`src/rtl/button_pkg.sv`:
```
// Shared definitions for the button front end: channel state encoding and
// counter sizing helpers.
package button_pkg;

  typedef enum logic [2:0] {
    IDLE      = 3'd0,
    ARMING    = 3'd1,
    HELD      = 3'd2,
    REPEAT    = 3'd3,
    RELEASING = 3'd4
  } btn_state_t;

  // Bits needed to hold every value 0..max_value (never less than one bit).
  function automatic int counter_width(input int max_value);
    int w;
    w = $clog2(max_value + 1);
    return (w < 1) ? 1 : w;
  endfunction

  function automatic int max_int(input int a, input int b);
    return (a > b) ? a : b;
  endfunction

endpackage

```
`src/rtl/button_channel.sv`:
```
// One button channel: two-flop synchroniser, polarity normalisation,
// debounce/auto-repeat FSM and the registered enable/pressed outputs.
module button_channel
  import button_pkg::*;
#(
  parameter int ACTIVE_LOW      = 1,
  parameter int DEBOUNCE_CYCLES = 16,
  parameter int REPEAT_DELAY    = 1000,
  parameter int REPEAT_PERIOD   = 250
) (
  input  logic clock,
  input  logic reset,
  input  logic button,
  input  logic repeat_en,
  output logic enable,
  output logic pressed
);

  localparam int CNT_W = counter_width(DEBOUNCE_CYCLES);
  localparam int RPT_W = counter_width(max_int(REPEAT_DELAY, REPEAT_PERIOD));

  localparam logic [CNT_W-1:0] CNT_DONE   = CNT_W'(DEBOUNCE_CYCLES);
  localparam logic [RPT_W-1:0] RPT_DELAY  = RPT_W'(REPEAT_DELAY);
  localparam logic [RPT_W-1:0] RPT_PERIOD = RPT_W'(REPEAT_PERIOD);
  localparam logic RELEASED_LEVEL = (ACTIVE_LOW != 0) ? 1'b1 : 1'b0;

  logic sync1_reg, sync2_reg;
  logic p;

  btn_state_t state_reg, state_next;
  logic [CNT_W-1:0] cnt_reg, cnt_next;
  logic [RPT_W-1:0] rpt_reg, rpt_next;
  logic [RPT_W-1:0] rpt_target, rpt_inc;
  logic from_repeat_reg, from_repeat_next;
  logic enable_reg, enable_next;
  logic pressed_reg, pressed_next;

  // Synchroniser; reset preloads the released level so a held pin re-qualifies.
  always_ff @(posedge clock) begin
    if (!reset) begin
      sync1_reg <= RELEASED_LEVEL;
      sync2_reg <= RELEASED_LEVEL;
    end else begin
      sync1_reg <= button;
      sync2_reg <= sync1_reg;
    end
  end

  assign p = (ACTIVE_LOW != 0) ? ~sync2_reg : sync2_reg;

  // Repeat target of the current (or interrupted) hold phase and saturating increment.
  always_comb begin
    rpt_target = RPT_DELAY;
    if (state_reg == REPEAT || (state_reg == RELEASING && from_repeat_reg)) begin
      rpt_target = RPT_PERIOD;
    end
    rpt_inc = (rpt_reg >= rpt_target) ? rpt_target : rpt_reg + RPT_W'(1);
  end

  // FSM state and counter registers.
  always_ff @(posedge clock) begin
    if (!reset) begin
      state_reg       <= IDLE;
      cnt_reg         <= '0;
      rpt_reg         <= '0;
      from_repeat_reg <= 1'b0;
      enable_reg      <= 1'b0;
      pressed_reg     <= 1'b0;
    end else begin
      state_reg       <= state_next;
      cnt_reg         <= cnt_next;
      rpt_reg         <= rpt_next;
      from_repeat_reg <= from_repeat_next;
      enable_reg      <= enable_next;
      pressed_reg     <= pressed_next;
    end
  end

  // Next-state logic. A repeat pulse is held off for one cycle if enable is
  // already high, so enable can never be asserted on two consecutive cycles;
  // rpt stays saturated meanwhile and the pulse follows on the next cycle.
  always_comb begin
    state_next       = state_reg;
    cnt_next         = cnt_reg;
    rpt_next         = rpt_reg;
    from_repeat_next = from_repeat_reg;
    enable_next      = 1'b0;
    pressed_next     = pressed_reg;
    case (state_reg)
      IDLE: begin
        cnt_next = '0;
        if (p) begin
          state_next = ARMING;
          cnt_next   = CNT_W'(1);
        end
      end
      ARMING: begin
        if (!p) begin
          state_next = IDLE;
          cnt_next   = '0;
        end else if (cnt_reg >= CNT_DONE) begin
          state_next       = HELD;
          enable_next      = 1'b1;
          pressed_next     = 1'b1;
          rpt_next         = '0;
          cnt_next         = '0;
          from_repeat_next = 1'b0;
        end else begin
          cnt_next = cnt_reg + CNT_W'(1);
        end
      end
      HELD, REPEAT: begin
        if (!p) begin
          state_next       = RELEASING;
          cnt_next         = CNT_W'(1);
          from_repeat_next = (state_reg == REPEAT);
        end else if (repeat_en && rpt_inc == rpt_target && !enable_reg) begin
          state_next  = REPEAT;
          enable_next = 1'b1;
          rpt_next    = '0;
        end else begin
          rpt_next = rpt_inc;
        end
      end
      RELEASING: begin
        rpt_next = rpt_inc;
        if (p) begin
          state_next = from_repeat_reg ? REPEAT : HELD;
          cnt_next   = '0;
        end else if (cnt_reg >= CNT_DONE) begin
          state_next   = IDLE;
          pressed_next = 1'b0;
          cnt_next     = '0;
          rpt_next     = '0;
        end else begin
          cnt_next = cnt_reg + CNT_W'(1);
        end
      end
      default: begin
        state_next   = IDLE;
        cnt_next     = '0;
        rpt_next     = '0;
        pressed_next = 1'b0;
      end
    endcase
  end

  assign enable  = enable_reg;
  assign pressed = pressed_reg;

endmodule

```
`src/rtl/button_pulse_array.sv`:
```
// Multi-channel button front end: one independent debounce/repeat channel
// per pin, with the global repeat enable fanned out to all of them.
module button_pulse_array
  import button_pkg::*;
#(
  parameter int NUM_BUTTONS     = 4,
  parameter int ACTIVE_LOW      = 1,
  parameter int DEBOUNCE_CYCLES = 16,
  parameter int REPEAT_DELAY    = 1000,
  parameter int REPEAT_PERIOD   = 250
) (
  input  logic                   clock,
  input  logic                   reset,
  input  logic [NUM_BUTTONS-1:0] button,
  input  logic                   repeat_en,
  output logic [NUM_BUTTONS-1:0] enable,
  output logic [NUM_BUTTONS-1:0] pressed
);

  genvar gi;
  generate
    for (gi = 0; gi < NUM_BUTTONS; gi = gi + 1) begin : g_channel
      button_channel #(
        .ACTIVE_LOW      (ACTIVE_LOW),
        .DEBOUNCE_CYCLES (DEBOUNCE_CYCLES),
        .REPEAT_DELAY    (REPEAT_DELAY),
        .REPEAT_PERIOD   (REPEAT_PERIOD)
      ) u_channel (
        .clock     (clock),
        .reset     (reset),
        .button    (button[gi]),
        .repeat_en (repeat_en),
        .enable    (enable[gi]),
        .pressed   (pressed[gi])
      );
    end
  endgenerate

endmodule

```
`config.mk`:
```
export PLATFORM = sky130hd
export DESIGN_NAME = button_pulse_array
export DESIGN_NICKNAME = d
export VERILOG_FILES = /design/src/rtl/button_pkg.sv /design/src/rtl/button_channel.sv /design/src/rtl/button_pulse_array.sv
export SDC_FILE = /design/constraint.sdc
export NUM_CORES = 1
export LEC_CHECK = 0
export CORE_MARGIN = 3
export CORE_UTILIZATION = 56
export CTS_CLUSTER_SIZE = 24
export DETAILED_ROUTE_END_ITERATION = 7
export PLACE_DENSITY = 0.73
export SLEW_MARGIN = 10
export SYNTH_ARGS = -nofsm -noshare
export SYNTH_HDL_FRONTEND = slang
export SYNTH_SLANG_ARGS = --single-unit
```
`constraint.sdc`:
```
create_clock -name clock -period 3.9 [get_ports clock]
set_input_delay 0.78 -clock clock [delete_from_list [all_inputs] [get_ports clock]]
set_output_delay 0.78 -clock clock [all_outputs]
set_load 0.01 [all_outputs]
```
==> results of run 1 <==
worst reg2reg max path, cell delays in order (launching register included):
cell	delay [ps]
dfxtp_1	530
nor4bb_1	410
nor2_1	120
inv_1	170
ha_1	250
nor2b_1	120
o31a_1	240
maj3_1	350
a221o_1	350
a221oi_2	360
o21ai_1	210
a211oi_1	230
a21o_1	100
kinds of logic after synthesis:
| logic type | after synthesis | share of synthesized area, % |
|---|---|---|
| flip-flops | 92 | 30.2 |
| multiplexers | 3 | 0.493 |
| XOR/XNOR | 16 | 2.30 |
| AO/OA/AOI/OAI | 225 | 25.5 |
| buffers and inverters | 95 | 7.55 |
| AND/OR/NAND/NOR | 340 | 28.5 |
| adder cells (fa/ha/maj) | 27 | 5.42 |
metal layers:
| metal | global-route usage, % | vias to the layer above |
|---|---|---|
| met2 | 36.7 | 145 |
| met4 | 8.88 | 0 |
| met5 | 0 | - |
| li1 | - | 2828 |
| met1 | 32.4 | 2581 |
| met3 | 3.44 | 23 |
cell usage after synthesis (12+ instances only):
cell / n / area share (%)
dfxtp_1: 92 / 30
nor2_1: 90 / 5.5
nand2_1: 68 / 4.2
a21oi_1: 64 / 5.3
nand3_1: 36 / 3.0
inv_1: 32 / 2.0
nor3_1: 29 / 2.4
clkbuf_1: 28 / 1.7
o21ai_0: 28 / 2.3
nand2b_1: 27 / 2.8
ha_1: 24 / 4.9
a21o_1: 15 / 1.8
or3_1: 13 / 1.3
nand4_1: 12 / 1.2
worst max path at each step:
stage / cells past startpoint / startpoint / endpoint
4_1_cts: 12 / g_channel[1].u_channel.state_reg[2] / g_channel[1].u_channel.rpt_reg[2]
6_report: 12 / g_channel[1].u_channel.state_reg[2] / g_channel[1].u_channel.rpt_reg[2]
5_1_grt: 11 / g_channel[3].u_channel.state_reg[1] / g_channel[3].u_channel.rpt_reg[9]
3_3_place_gp: 8 / repeat_en / g_channel[0].u_channel.rpt_reg[3]
2_1_floorplan: 12 / g_channel[1].u_channel.state_reg[0] / g_channel[1].u_channel.rpt_reg[0]
3_5_place_dp: 12 / g_channel[1].u_channel.state_reg[2] / g_channel[1].u_channel.rpt_reg[2]
report_power, final:
part           switching, mW  total [mW]  internal [mW]
clock                  0.352       0.859          0.508
combinational         0.0481      0.0814         0.0333
sequential            0.0185       0.968          0.950
metrics by stage:
step	cell area (µm²)	utilization (%)	cells	hold WS (ps)	worst slack, ps
floorplan	6100	-	798	386	942
global placement	6150	58.8	899	390	473
detailed placement	6150	58.8	899	402	436
CTS	6420	61.4	915	424	408
global route	6420	61.4	915	457	138
finish	6420	61.4	915	420	411
area by class of cell:
cell class	instances	area [µm²]
Fill cell	963	4040
Clock buffer	10	138
Inverter	37	139
Multi-Input combinational cell	611	3790
Tap cell	136	170
Timing Repair Buffer	23	208
Clock inverter	6	135
Sequential cell	92	1840
==> results.sh, run 1 <==
export IMPL_area_growth_pct=5.40
export IMPL_nets=805
export IMPL_post_cts_buffers=0
export IMPL_die_h_um=110
export IMPL_die_x_um=110
export IMPL_async_reset_ff_share_pct=0
export IMPL_power_density_mw_per_mm2=297
export IMPL_ys_types=86
export IMPL_grt_first_pass_wirelength_mm=23.1
export IMPL_routed_via_count=5577
export IMPL_track_usage_pct=23.3
export IMPL_leakage_nw=2.39
export IMPL_rsz0062_at_grt="no"
export IMPL_drv_cap=0
export IMPL_fin_worst_skew_ps=8.57
export IMPL_yosys_warnings=0
export IMPL_ir_drop_uv=166
export IMPL_cp_cell_sequence="nor4bb_1, nor2_1, inv_1, ha_1, nor2b_1, o31a_1, maj3_1, a221o_1, a221oi_2, o21ai_1, a211oi_1, a21o_1"
export IMPL_clk_pin_slew_worst_paths_ps=90
export IMPL_via_per_inst=6.10
export IMPL_largest_reg_flops=40
export IMPL_hpwlAfterDp_mm=9.57
export IMPL_fin_setup_tns_ps=0
export IMPL_cts_made_buffers=9
export IMPL_reg2reg_depth=12
export IMPL_most_common_layout_cells="92 x dfxtp_1, 90 x nor2_1, 68 x nand2_1"
export IMPL_antenna_found_initial=0
export IMPL_max_slew_margin_pct=35.4
export IMPL_power_mw=1.91
export IMPL_layout_commonest_cell="dfxtp_1"
export IMPL_ys_ff_latch=92
export IMPL_clk_path_buf_depth=2
export IMPL_postCtsHoldBufs=0
export IMPL_grt_overflow_total=0
export IMPL_hold_start="g_channel[2].u_channel.sync1_reg"
export IMPL_required_ps=4220
export IMPL_rows=37
export IMPL_path_max_fanout=12
export IMPL_seq_area_frac_synth_pct=30.2
export IMPL_cts_htree_levels=3
export IMPL_worstReg2RegEnd="g_channel[1].u_channel.rpt_reg[2]"
export IMPL_met1_length_mm=6.43
export IMPL_end_kind="flip-flop"
export IMPL_synth_cell_area_mm2=0.00610
export IMPL_first_pass_iters=6
export IMPL_worst_path_buf_inv=1
export IMPL_crit_type="reg -> reg"
export IMPL_tritoncts="done"
export IMPL_clkLatencyLatePin_ps=380
export IMPL_layout_drive_gt1_share_pct=6.29
export IMPL_postCtsResizedCells=0
export IMPL_slowest_stage="dfxtp_1"
export IMPL_drt_iter0_drc=416
export IMPL_clkSinkCount=92
export IMPL_core_mm2=0.0105
export IMPL_drt_total_wl_mm=13.3
export IMPL_regToRegSetupSlack_ps=410
export IMPL_n_antenna_cell=0
export IMPL_cts_root_buf="clkbuf_8"
export IMPL_whs_path_depth=1
export IMPL_timing_final_crit_share_pct=89.5
export IMPL_grt_max_degree=30
export IMPL_finalSetupViolCount=0
export IMPL_synth_main_ff_cell="dfxtp_1"
export IMPL_slew_violations=0
export IMPL_place_congestion=0.916
export IMPL_min_period_ps=3490
export IMPL_highest_layer="met4"
export IMPL_start_kind="flip-flop"
export IMPL_postSynthCellCount=798
export IMPL_ios=15
export IMPL_wl_per_cell_um=14.6
export IMPL_r2r_start="g_channel[1].u_channel.state_reg[2]"
export IMPL_dieArea_mm2=0.0122
export IMPL_wl_met2_mm=6.04
export IMPL_grt_pass1_vias=5043
export IMPL_wl_met3_um=629
export IMPL_avgSynthCellArea_um2=7.64
export IMPL_crit_path_max_incr_delay_ps=530
export IMPL_hold_viol=0
export IMPL_status="complete, no violations"
export IMPL_ant_nets=0
export IMPL_max_freq_mhz=287
export IMPL_hold_path_class="reg -> reg"
export IMPL_route_detailed_drc=0
export IMPL_initial_core_util_pct=58.3
export IMPL_synth_edf_count=0
export IMPL_hold_path_end="g_channel[2].u_channel.sync2_reg"
export IMPL_tightest_slew_ps=962
export IMPL_port_buffers=14
export IMPL_synth_fp_nets=829
export IMPL_crit_arrival_ps=3810
export IMPL_cp_top_family="compound AO/OA/AOI/OAI gates"
Power figures use the tool's default switching activity.
==> run 2: changes to the inputs <==
--- a/config.mk
+++ b/config.mk
@@ -5,6 +5,7 @@
 export SDC_FILE = /design/constraint.sdc
 export NUM_CORES = 1
 export LEC_CHECK = 0
+export CAP_MARGIN = 40
 export CORE_MARGIN = 3
 export CORE_UTILIZATION = 56
 export CTS_CLUSTER_SIZE = 24
==> results.sh, run 2 (synthesized netlist as in run 1, its figures left out) <==
export IMPL_grt_overflow_total=0
export IMPL_max_freq_mhz=289
export IMPL_tightest_slew_ps=828
export IMPL_routed_via_count=5611
export IMPL_place_area_mm2=0.00616
export IMPL_dieArea_mm2=0.0122
export IMPL_power_density_mw_per_mm2=268
export IMPL_fin_worst_skew_ps=6.47
export IMPL_hpwlAfterDp_mm=9.65
export IMPL_hold_path_end="g_channel[2].u_channel.sync2_reg"
export IMPL_start_kind="flip-flop"
export IMPL_post_cts_buffers=0
export IMPL_crit_arrival_ps=3790
export IMPL_port_buffers=14
export IMPL_drt_total_wl_mm=13.5
export IMPL_area_growth_pct=4.15
export IMPL_hold_path_class="reg -> reg"
export IMPL_min_period_ps=3460
export IMPL_clkSinkCount=92
export IMPL_fillers=966
export IMPL_postCtsResizedCells=0
export IMPL_required_ps=4220
export IMPL_fin_setup_tns_ps=0
export IMPL_largest_reg_flops=40
export IMPL_worstReg2RegEnd="g_channel[3].u_channel.rpt_reg[1]"
export IMPL_cts_root_buf="clkbuf_8"
export IMPL_first_pass_iters=5
export IMPL_wl_per_cell_um=14.7
export IMPL_crit_type="reg -> reg"
export IMPL_ant_nets=0
export IMPL_postLayoutCoreUtil_pct=60.7
export IMPL_drt_iter0_drc=486
export IMPL_rsz0062_at_grt="no"
export IMPL_initial_core_util_pct=58.3
export IMPL_path_max_fanout=10
export IMPL_postCtsHoldBufs=0
export IMPL_whs_path_depth=1
export IMPL_layout_commonest_cell="dfxtp_1"
export IMPL_status="complete, no violations"
export IMPL_route_detailed_drc=0
export IMPL_grt_max_degree=30
export IMPL_end_kind="flip-flop"
export IMPL_die_h_um=110
export IMPL_r2r_start="g_channel[3].u_channel.state_reg[1]"
export IMPL_cts_htree_levels=3
export IMPL_rows=37
export IMPL_hold_start="g_channel[2].u_channel.sync1_reg"
export IMPL_most_common_layout_cells="92 x dfxtp_1, 90 x nor2_1, 68 x nand2_1"
export IMPL_grt_first_pass_wirelength_mm=23.1
export IMPL_nets=806
export IMPL_place_congestion=0.916
export IMPL_finalSetupViolCount=0
export IMPL_timing_final_crit_share_pct=88.8
export IMPL_tritoncts="done"
export IMPL_track_usage_pct=23.4
export IMPL_hold_viol=0
export IMPL_drv_cap=0
export IMPL_antenna_found_initial=0
export IMPL_die_x_um=110
export IMPL_ir_drop_uv=144
export IMPL_clkLatencyLatePin_ps=380
export IMPL_n_antenna_cell=0
export IMPL_layout_drive_gt1_share_pct=6.41
export IMPL_via_per_inst=6.13
export IMPL_max_slew_margin_pct=44.4
export IMPL_cts_made_buffers=9
export IMPL_final_area_mm2=0.00635
export IMPL_clk_pin_slew_worst_paths_ps=90
export IMPL_grt_pass1_vias=5079
export IMPL_regToRegSetupSlack_ps=440
export IMPL_reg2reg_depth=11
export IMPL_slew_violations=0
export IMPL_core_mm2=0.0105
export IMPL_ios=15
export IMPL_leakage_nw=2.35
export IMPL_clk_path_buf_depth=2
==> run 2: cell types whose count changed in the layout (fill, tap and decap cells not counted) <==
cell / change
buf_2: +1
clkinvlp_4: +1
clkbuf_8: -1
clkinv_2: +3
bufinv_16: -3
==> run 2: layout make-up <==
cell class | instances | area (µm²) | share of cell area [%]
Clock buffer | 9 | 124 | 1.95
Inverter | 37 | 139 | 2.19
Clock inverter | 7 | 67.6 | 1.06
Tap cell | 136 | 170 | 2.68
Timing Repair Buffer | 24 | 213 | 3.35
Sequential cell | 92 | 1840 | 29.0
Multi-Input combinational cell | 611 | 3790 | 59.8
==> run 2: routing by layer <==
layer  track usage [%]  part of all wire, %
met1              31.8                   47
met2              37.3                   45
met3              4.08                  5.4
met4              8.88                  1.8
met5                 0                    0
==> run 2: critical path: stages, from the launching register on <==
cell,delay [ps]
dfxtp_1,500
nor2b_2,300
a32o_1,370
ha_1,290
nor2b_1,140
o21ai_0,300
a21oi_1,120
o311a_1,310
a211oi_1,410
nor3_1,150
nor2_1,300
a32o_1,220
==> run 2: worst max-delay path by stage <==
| stage | depth (start not counted) | slack (ps) | end | start |
|---|---|---|---|---|
| 2_1_floorplan | 12 | 940 | g_channel[1].u_channel.rpt_reg[0] | g_channel[1].u_channel.state_reg[0] |
| 4_1_cts | 12 | 430 | g_channel[1].u_channel.rpt_reg[2] | g_channel[1].u_channel.state_reg[2] |
| 3_3_place_gp | 8 | 470 | g_channel[0].u_channel.rpt_reg[3] | repeat_en |
| 6_report | 11 | 440 | g_channel[3].u_channel.rpt_reg[1] | g_channel[3].u_channel.state_reg[1] |
| 3_5_place_dp | 8 | 440 | g_channel[0].u_channel.rpt_reg[3] | repeat_en |
| 5_1_grt | 11 | 130 | g_channel[3].u_channel.rpt_reg[1] | g_channel[3].u_channel.state_reg[1] |
==> run 2: power breakdown <==
group / internal, mW / total (mW) / switching, mW
Clock: 0.293 / 0.651 / 0.358
Combinational: 0.0336 / 0.0821 / 0.0485
Sequential: 0.950 / 0.969 / 0.0188
Total: 1.28 / 1.70 / 0.426
==> run 2: stage by stage <==
step,cells,hold WS [ps],worst slack (ps),power (mW)
floorplan,798,386,942,1.05
global placement,899,390,473,1.07
detailed placement,900,395,436,1.07
CTS,916,416,433,1.72
global route,916,442,126,1.77
finish,916,414,437,1.70
